<file path="config.mk">
export PLATFORM = sky130hd
export DESIGN_NAME = stack_drain
export DESIGN_NICKNAME = d
export VERILOG_FILES = /design/src/rtl/stack_drain.sv
export SDC_FILE = /design/constraint.sdc
export NUM_CORES = 1
export LEC_CHECK = 0
export ABC_AREA = 1
export BUFFER_PORTS_ARGS = -buffer_cell sky130_fd_sc_hd__buf_2
export CORE_UTILIZATION = 54
export CTS_CLUSTER_DIAMETER = 150
export CTS_CLUSTER_SIZE = 12
export DETAILED_ROUTE_END_ITERATION = 6
export GPL_ROUTABILITY_DRIVEN = 0
export PLACE_DENSITY = 0.86
export SLEW_MARGIN = 20
export SYNTH_ARGS = -nofsm -noshare
export SYNTH_HDL_FRONTEND = slang
export SYNTH_SLANG_ARGS = --single-unit
</file>
<file path="constraint.sdc">
create_clock -name clk -period 3.3 [get_ports clk]
set_input_delay 0.66 -clock clk [delete_from_list [all_inputs] [get_ports clk]]
set_output_delay 0.66 -clock clk [all_outputs]
set_load 0.005 [all_outputs]
</file>
<file path="src/rtl/stack_drain.sv">
// Reader-side companion for the hardware LIFO stack: forwards writer pushes,
// tracks occupancy and drains a requested number of entries onto a stream.
module stack_drain #(
    parameter int WIDTH = 11,
    parameter int DEPTH = 7
) (
    input  logic             clk,
    input  logic             reset,
    input  logic [WIDTH-1:0] wr_data,
    input  logic             wr_push,
    output logic             wr_ready,
    output logic [WIDTH-1:0] stk_in,
    output logic             stk_push,
    output logic             stk_pop,
    input  logic [WIDTH-1:0] stk_out,
    input  logic             start,
    input  logic [DEPTH:0]   count,
    output logic             busy,
    output logic [DEPTH:0]   level,
    output logic             overflow,
    output logic [WIDTH-1:0] m_data,
    output logic             m_valid,
    input  logic             m_ready,
    output logic             m_last
);

    localparam logic [DEPTH:0] FULL = {1'b1, {DEPTH{1'b0}}};
    localparam logic [DEPTH:0] ONE  = (DEPTH+1)'(1);

    typedef enum logic [1:0] {
        IDLE,
        DRAIN,
        FLUSH
    } state_t;

    state_t state, state_nxt;

    logic [DEPTH:0]   remaining, remaining_nxt;
    logic [DEPTH:0]   level_eff, clamp;
    logic             inflight, inflight_last;
    logic             pop, push, deq;
    logic [1:0]       occ_eff;

    logic             head_valid, head_last;
    logic [WIDTH-1:0] head_data;
    logic             tail_valid, tail_last;
    logic [WIDTH-1:0] tail_data;

    assign wr_ready = (state == IDLE);
    assign busy     = (state != IDLE);
    assign push     = wr_push & wr_ready;
    assign stk_push = push;
    assign stk_in   = wr_data;
    assign stk_pop  = pop & ~reset;

    assign m_data  = head_data;
    assign m_valid = head_valid;
    assign m_last  = head_last;

    assign deq = head_valid & m_ready;

    // A word leaving the buffer this cycle frees its slot for a new pop.
    assign occ_eff = {1'b0, head_valid} + {1'b0, tail_valid} - {1'b0, deq};

    // A push in the start cycle counts toward the clamp.
    assign level_eff = (push && level != FULL) ? level + 1'b1 : level;
    assign clamp     = (count < level_eff) ? count : level_eff;

    always_comb begin
        state_nxt     = state;
        remaining_nxt = remaining;
        pop           = 1'b0;
        unique case (state)
            IDLE: begin
                if (start) begin
                    remaining_nxt = clamp;
                    if (clamp != '0) state_nxt = DRAIN;
                end
            end
            DRAIN: begin
                if (remaining != '0 &&
                    (occ_eff + {1'b0, inflight}) < 2'd2) begin
                    pop           = 1'b1;
                    remaining_nxt = remaining - 1'b1;
                    if (remaining == ONE) state_nxt = FLUSH;
                end
            end
            FLUSH: begin
                if (!head_valid && !tail_valid && !inflight)
                    state_nxt = IDLE;
            end
            default: state_nxt = IDLE;
        endcase
    end

    always_ff @(posedge clk) begin
        if (reset) begin
            state         <= IDLE;
            remaining     <= '0;
            level         <= '0;
            overflow      <= 1'b0;
            inflight      <= 1'b0;
            inflight_last <= 1'b0;
        end else begin
            state         <= state_nxt;
            remaining     <= remaining_nxt;
            inflight      <= pop;
            inflight_last <= pop && (remaining == ONE);
            if (push) begin
                if (level == FULL) overflow <= 1'b1;
                else               level    <= level + 1'b1;
            end else if (pop) begin
                level <= level - 1'b1;
            end
        end
    end

    // Two-entry skid buffer; the head register drives the stream directly.
    always_ff @(posedge clk) begin
        if (reset) begin
            head_valid <= 1'b0;
            head_last  <= 1'b0;
            head_data  <= '0;
            tail_valid <= 1'b0;
            tail_last  <= 1'b0;
            tail_data  <= '0;
        end else if (deq || !head_valid) begin
            if (tail_valid) begin
                head_valid <= 1'b1;
                head_data  <= tail_data;
                head_last  <= tail_last;
                tail_valid <= inflight;
                if (inflight) begin
                    tail_data <= stk_out;
                    tail_last <= inflight_last;
                end
            end else begin
                head_valid <= inflight;
                head_last  <= inflight & inflight_last;
                if (inflight) head_data <= stk_out;
            end
        end else if (inflight) begin
            tail_valid <= 1'b1;
            tail_data  <= stk_out;
            tail_last  <= inflight_last;
        end
    end

endmodule

</file>
# [Yosys cells after proc, flatten, opt, wreduce, memory -nomap -nowiden]
# Cells that the tools add are included.
# Widths: inputs -> output; s select.
[word_totals] reg_bits=47 inputBits=35 out_inout_bits=37
[op_classes] add_sub_neg=6 n_lt_le_gt_ge=2 n_eq_ne=12 n_mux=29 bitwise=5 reduce_logical=22
[op_table] operator="$mux 8" n=7
[op_table] operator="$mux 11" n=5
[op_table] operator="$pmux 8 s2" n=1
[op_table] operator="$reduce_bool 8->1" n=2
[op_table] operator="$sub 8x1->8 const B" n=2
[op_table] operator="$mux 1" n=10
[op_table] operator="$mux 2" n=5
[op_table] operator="$ne 2x2->1 const B" n=5
[op_table] operator="$reduce_bool 2->1" n=5
[op_table] operator="$add 8x1->8 const B" n=1
[op_table] operator="$eq 8x1->1 const B" n=1
[op_table] operator="$eq 8x8->1 const B" n=1
[op_table] operator="$lt 8x8->1" n=1
[op_table] operator="$ne 8x8->1 const B" n=1
[op_table] operator="$pmux 2 s3" n=1
[op_table] operator="$reduce_and 2->1" n=3
[op_table] operator="$logic_and 1x1->1" n=5
[op_table] operator="$reduce_and 5->1" n=1
[op_table] operator="$and 1x1->1" n=4
[op_table] operator="$ne 2x1->1 const B" n=2
[op_table] operator="$logic_not 1->1" n=3
[op_table] operator="$reduce_and 3->1" n=1
[op_table] operator="$add 1x1->2" n=1
[op_table] operator="$add 2x1->2" n=1
[op_table] operator="7 further kinds" n=7

# [Depth between registers and ports, before layout]
# Gate-level depths: netlist (run 1).
[depth] ltp_word=10 ltp_mapped=22 mapped_depth_nobuf=22

# [Worst setup path before layout (run 1)]
# No wires, ideal clock.
[synth_timing] path_type="reg2reg" from="reg level[0]" to="reg state[1]" arrival_ps=2718 t_required_ps=3167 path_slack_ps=450 path_stages_with_launch=19 synth_period_minus_slack_ps=2850 path_cell_list="dfxtp_1 > inv_1 > ha_1 > nand3_1 > o21ai_4 > inv_1 > o21ai_1 > inv_1 > ha_1 > nand2_1 > nor2_1 > a211oi_2 > nand3b_1 > nand2_2 > nand2_1 > nor2_2 > nand3_2 > nand3_1 > a21oi_1"
[synth_via] elab_chain_len=8 elab_cells_between_ends=9 classes_between="add/sub (1); order compare (1); eq/ne (2); mux (2); reduce/logical (3)"
[synth_lines] element="start, declared" line="19" rtl="output logic [DEPTH:0] level,"
[synth_lines] element="start signal, assigned" line="111" rtl="else level <= level + 1'b1;"
[synth_lines] element="start signal, assigned" line="113" rtl="level <= level - 1'b1;"
[synth_lines] element="parallel branches: the longest is 2 deep, another holds $add 8x1->8"
[synth_lines] element="$mux 8 (*)" line="66" rtl="assign level_eff = (push && level != FULL) ? level + 1'b1 : level;"
[synth_lines] element="$lt 8x8->1" line="67" rtl="assign clamp = (count < level_eff) ? count : level_eff;"
[synth_lines] element="$mux 8 (*)" line="67"
[synth_lines] element="$reduce_bool 8->1 (*)" line="77" rtl="if (clamp != '0) state_nxt = DRAIN;"
[synth_lines] element="$ne 2x1->1 (no line) (*)"
[synth_lines] element="$reduce_and 5->1 (no line) (*)"
[synth_lines] element="end signal, assigned" line="105" rtl="state <= state_nxt;"
[synth_lines] element="end, declared" line="36" rtl="state_t state, state_nxt;"
# Every way passes the cells marked *.
# A chain may end at the register's enable or synchronous reset.

# [Final worst setup path (run 1)]
# Same ends and word-level chain as after synthesis.

==> flow_summary.toml, run 1 <==
[outcome]
status = "completed"

[worst_setup_path]
cpLargestDelayFamily = "simple AND/OR/NAND/NOR gates"
r2r_cells = 20
path_cells = "inv_1 -> ha_1 -> nand3_1 -> o21ai_4 -> inv_1 -> o21ai_1 -> inv_1 -> ha_1 -> nand2_1 -> nor2_1 -> a211oi_2 -> buf_4 -> nand2_4 -> nand2_1 -> nand2_1 -> nand2_1 -> nor2_2 -> nand3_2 -> nand3_1 -> a21oi_1"
rrSetupSlack_ps = 280
critPathSlowestCell = "dfxtp_2"
cp.arrival_ps = 3200
cpPeakStageDelay_ps = 370
start_kind = "register"
path_class = "reg2reg"
cp_common_cell = "nand2_1"
r2r_end = "state[1]"
r2r-start = "level[0]"
crit_path_end_kind = "register"
crit_buf_inv = 4
crit_required_ps = 3480
crit_fanout = 9

[clock_tree]
clockBufferDepth = 2
htreeDepth = 2
clk_pin_slew_ps = 100
clk_latency_ps = 310
cts_buffers = 5
cts_tree = "yes"
cts-root-buf = "clkbuf_8"
clock_sinks = 47

[hold_path]
min_from = "overflow"
worstHoldPathCells = 2
hp-class = "reg2reg"
hold_end = "overflow"

[run]
cap_violations = 0

[drt]
drt.antenna.violating_nets = 0
vias_per_cell = 5.472
totalWireLength_um = 7095
dr.pass1.iters = 7
via_count = 2955
wire_per_inst_um = 13.14
drc = 0
drtIter0Drc = 225

[layout]
nets = 519
synthToLayoutAreaGrowth_pct = 11.82
antenna_cells = 0
drive_above_1_share_pct = 20.21
final_cells = 540

[power]
vdd_drop_max_v = 0.0005283
power.static_leakage_nw = 1.623
p_per_area_nw_per_um2 = 975.4

[synthesis]
synth.avg_cell_area_um2 = 6.959
seq_area_frac_synth_pct = 31.52
yosys_warnings = 0
syn_nets = 479
netlist_area_um2 = 2985
synth_cell_types = 38
synthTopCellsByCount = "nand2_1 (94), dfxtp_1 (47), nor2_1 (44), o21ai_0 (41), inv_1 (39)"
synth.most_common_cell = "nand2_1"
async_reset_ff_share_pct = 0
synth_cells = 429
ys_ff_latch = 47
synth.area.top_cells = "dfxtp_1 (32%), nand2_1 (12%), o21ai_0 (6.9%), ha_1 (6.3%), nor2_1 (5.5%)"
synthFlopType = "dfxtp_1"
synth_top_area_cell = "dfxtp_1"
synth_top_area_share_pct = 31.52
synth_edf_count = 0

[sta]
max_freq_mhz = 331.6
slew_headroom_pct = 56.25
setup_viol = 0
holdWs_ps = 485.2
min_period_ps = 3016
worstMarginPinSlew_ps = 655.6
final.period_utilization_pct = 91.40
fin_skew_ps = 5.808
finalMaxSlewViolations = 0
finalHoldViolations = 0

[floorplan]
core_area_um2 = 5205
start_util_pct = 57.36
boundaryPins = 72
core.rowCount = 26
die_area_um2 = 5830
chipHeight_um = 76.36
die_w_um = 76.36

[grt]
grt_pass1_wl_um = 12120
grt_usage_pct = 25.59
first_global_vias = 2762
antenna_found_initial = 0
grt_max_degree = 28
grt_overflow = 0

[placement]
dp_cells = 530
hpwl_um = 5256
io_buffers = 49
[how the worst max path moves through the flow]
stage / from / endpoint / slack (ps) / cells past startpoint
floorplan: level[0] / state[1] / 450 / 18
global placement: wr_push / state[1] / 330 / 17
detailed placement: wr_push / state[1] / 140 / 21
CTS: level[0] / state[1] / 190 / 20
global route: level[0] / state[1] / -3 / 19
finish: level[0] / state[1] / 280 / 20
[state kept, by name, indices dropped and copies added (netlist names), 2 cells and up]
register and count:
level 8, m_data 11, tail_data 11, state 2, remaining 8
[report_power, final]
part	total (mW)	internal (mW)	switching [mW]
sequential	0.869	0.723	0.146
clock	0.449	0.229	0.220
combinational	1.94	0.734	1.20
[cells in the final DEF (no fill, tap or decap), drive strengths merged]
cell and count:
a211oi 1, a21boi 1, a21oi 32, a221oi 1, a31oi 14, buf 60, bufinv 1, clkbuf 5
clkinv 2, clkinvlp 1, dfxtp 47, ha 15, inv 44, nand2 101, nand3 22, nand3b 4
nand4 1, nor2 51, nor3 3, nor4 2, o211a 1, o211ai 4, o21ai 43, o221ai 1
o311ai 1, or2 2, xor2 10
[cell families after synthesis]
| group | after synthesis | synth area share [%] |
|---|---|---|
| buffers and inverters | 72 | 11.65 |
| adders and majority gates | 15 | 6.287 |
| AOI/OAI and AO/OA | 99 | 18.78 |
| and+or+nand+nor | 186 | 28.83 |
| DFF | 47 | 31.52 |
| xor gates and xnor gates | 10 | 2.934 |
[through the flow]
step	power, mW	setup TNS, ps	util, %	area (um2)	setup slack [ps]
floorplan	2.306	0	-	2985	449.6
global placement	2.701	0	61.61	3207	328.7
detailed placement	2.781	0	61.61	3207	141.2
CTS	3.227	0	63.82	3322	190.4
global route	3.560	-3.240	64.13	3338	-3.240
finish	3.256	0	64.13	3338	283.9
[tightest hold or removal path, cell delays in order, from the launching register on]
cell and delay (ps):
dfxtp_1 340, a31oi_1 40, nor2_1 70
[layer usage]
metal	global-route usage (%)	wire length, um	vias up
met1	33.06	3153	1356
met5	0	0	-
met3	4.311	503	13
met4	9.038	105	0
met2	42.88	3333	105
li1	-	-	1481
[layout make-up]
cell class,instances,area (um2)
clock buffers,5,68.82
multi-input cells,310,1697
inverters,45,168.9
flip-flops and latches,47,942.2
well taps,70,87.58
clock inverters,3,46.29
repair buffers,60,327.8
fillers,467,1867
[timing repair]
| item | 4_1_cts | 5_1_grt |
|---|---|---|
| endpoints found under the setup margin | 0 | 2 |
| hold buffers | 0 | 0 |
| buffers inserted | 0 | 2 |
| gates resized for setup | 0 | 1 |
Note: power is estimated with default switching activity, not from simulation.
==> run 2, diff against run 1 <==
Settings changed: RECOVER_POWER set to 100.
==> run 2 against run 1 <==
Effect of this change:
- combinational power hardly changed
- utilization is 0.43 points lower
- worst hold slack hardly changed
- cell count stayed put
- non-clock buffer count stayed put
- power is 0.62% lower
- count of clock-buffer cells in the layout stayed put
- global-route usage stayed put
- via count is 0.10% lower
- final area is 0.67% lower
- critical endpoint unchanged
==> flow_summary.toml, run 2 (same netlist as run 1, synthesis figures left out) <==
[worst_setup_path]
path_class = "reg2reg"
r2r_end = "state[1]"
cp.arrival_ps = 3190
r2r-start = "level[0]"
crit_path_end_kind = "register"
start_kind = "register"
rrSetupSlack_ps = 290
r2r_cells = 20
crit_required_ps = 3480
crit_fanout = 9

[placement]
dp_cells = 530
place_area_um2 = 3207
io_buffers = 49
hpwl_um = 5256

[layout]
fill_cells = 476
final_cell_mix = "nand2_1 (94), dfxtp_1 (46), nor2_1 (44), o21ai_0 (41), buf_2 (40)"
synthToLayoutAreaGrowth_pct = 11.06
multi_input_area_um2 = 1697
nets = 519
fin_util_pct = 63.70
drive_above_1_share_pct = 17.66
layout.area.seq_um2 = 942.2
final_area_um2 = 3316
antenna_cells = 0
final_common_cell = "nand2_1"
final_cells = 540

[sta]
finalMaxSlewViolations = 0
setup_viol = 0
max_freq_mhz = 331.8
finalHoldViolations = 0
worstMarginPinSlew_ps = 718.7
fin_setup_tns_ps = 0
min_period_ps = 3013
final.period_utilization_pct = 91.32
fin_skew_ps = 4.969
slew_headroom_pct = 52.09

[run]
cap_violations = 0

[outcome]
status = "completed"

[drt]
drtIter0Drc = 222
totalWireLength_um = 7109
wire_per_inst_um = 13.16
dr.pass1.iters = 5
drt.antenna.violating_nets = 0
vias_per_cell = 5.467
via_count = 2952
drc = 0

[clock_tree]
clockBufferDepth = 2
htreeDepth = 2
cts_tree = "yes"
cts_buffers = 5
clock_sinks = 47
clk_latency_ps = 310
cts-root-buf = "clkbuf_8"
clk_pin_slew_ps = 100

[grt]
antenna_found_initial = 0
grt_max_degree = 28
first_global_vias = 2762
grt_pass1_wl_um = 12120
grt_overflow = 0
grt_usage_pct = 25.59

[floorplan]
chipHeight_um = 76.36
boundaryPins = 72
die_area_um2 = 5830
die_w_um = 76.36
core_area_um2 = 5205
start_util_pct = 57.36
core.rowCount = 26

[power]
power.static_leakage_nw = 1.573
p_per_area_nw_per_um2 = 975.9
vdd_drop_max_v = 0.0005167

[hold_path]
hp-class = "reg2reg"
hold_end = "m_data[4]"
worstHoldPathCells = 2
min_from = "tail_data[4]"
run 2: cell count changes in the layout (fill, tap and decap cells not counted), sizes merged:
cell and change:
buf -12, clkbuf +12
run 2: power by group:
| group | total (mW) | internal (mW) | switching, mW |
|---|---|---|---|
| clock | 0.448 | 0.229 | 0.219 |
| sequential | 0.870 | 0.723 | 0.147 |
| combinational | 1.92 | 0.715 | 1.20 |
| total | 3.24 | 1.67 | 1.57 |
run 2: worst max path at each step:
stage | depth (start not counted) | from | slack (ps) | endpoint
2_1_floorplan | 18 | level[0] | 450 | state[1]
3_3_place_gp | 17 | wr_push | 330 | state[1]
3_5_place_dp | 21 | wr_push | 140 | state[1]
4_1_cts | 20 | level[0] | 190 | state[1]
5_1_grt | 19 | level[0] | -3 | state[1]
6_report | 20 | level[0] | 290 | state[1]
run 2: layout make-up:
cell class,count,area share [%]
clock buffer,5,2.075
clock inverter,3,1.396
inverter,45,5.094
multi-input combinational,310,51.17
sequential,47,28.42
tap,70,2.642
timing repair buffer,60,9.208
run 2: layer usage:
layer | track usage, % | wire length (um) | vias to the layer above
met4 | 9.038 | 105 | 0
li1 | - | - | 1480
met3 | 4.311 | 491 | 13
met5 | 0 | 0 | -
met1 | 33.06 | 3128 | 1361
met2 | 42.88 | 3384 | 98
run 2: stage by stage:
stage / hold slack, ps / setup WS [ps] / power (mW)
after floorplan: 452.0 / 449.6 / 2.306
after global placement: 458.5 / 328.7 / 2.701
after detailed placement: 470.5 / 141.2 / 2.781
after CTS: 485.5 / 190.4 / 3.227
after global routing: 508.8 / -3.286 / 3.540
final: 485.2 / 286.6 / 3.236
run 2: worst max-delay path, cell delays in order, from the launching register on:
cell and delay [ps]:
dfxtp_2 370, inv_1 140, ha_1 190, nand3_1 140, o21ai_4 240, inv_1 110, o21ai_1 190, inv_1 70
ha_1 310, nand2_1 80, nor2_1 130, a211oi_2 50, buf_4 170, nand2_4 100, nand2_1 50, nand2_1 90
nand2_1 70, nor2_2 120, nand3_2 80, nand3_1 90, a21oi_1 70
run 2: what timing repair did:
action,in CTS,in global routing
buffers inserted,0,2
hold buffers,0,0
resized for setup,0,1
endpoints found under the setup margin,0,2
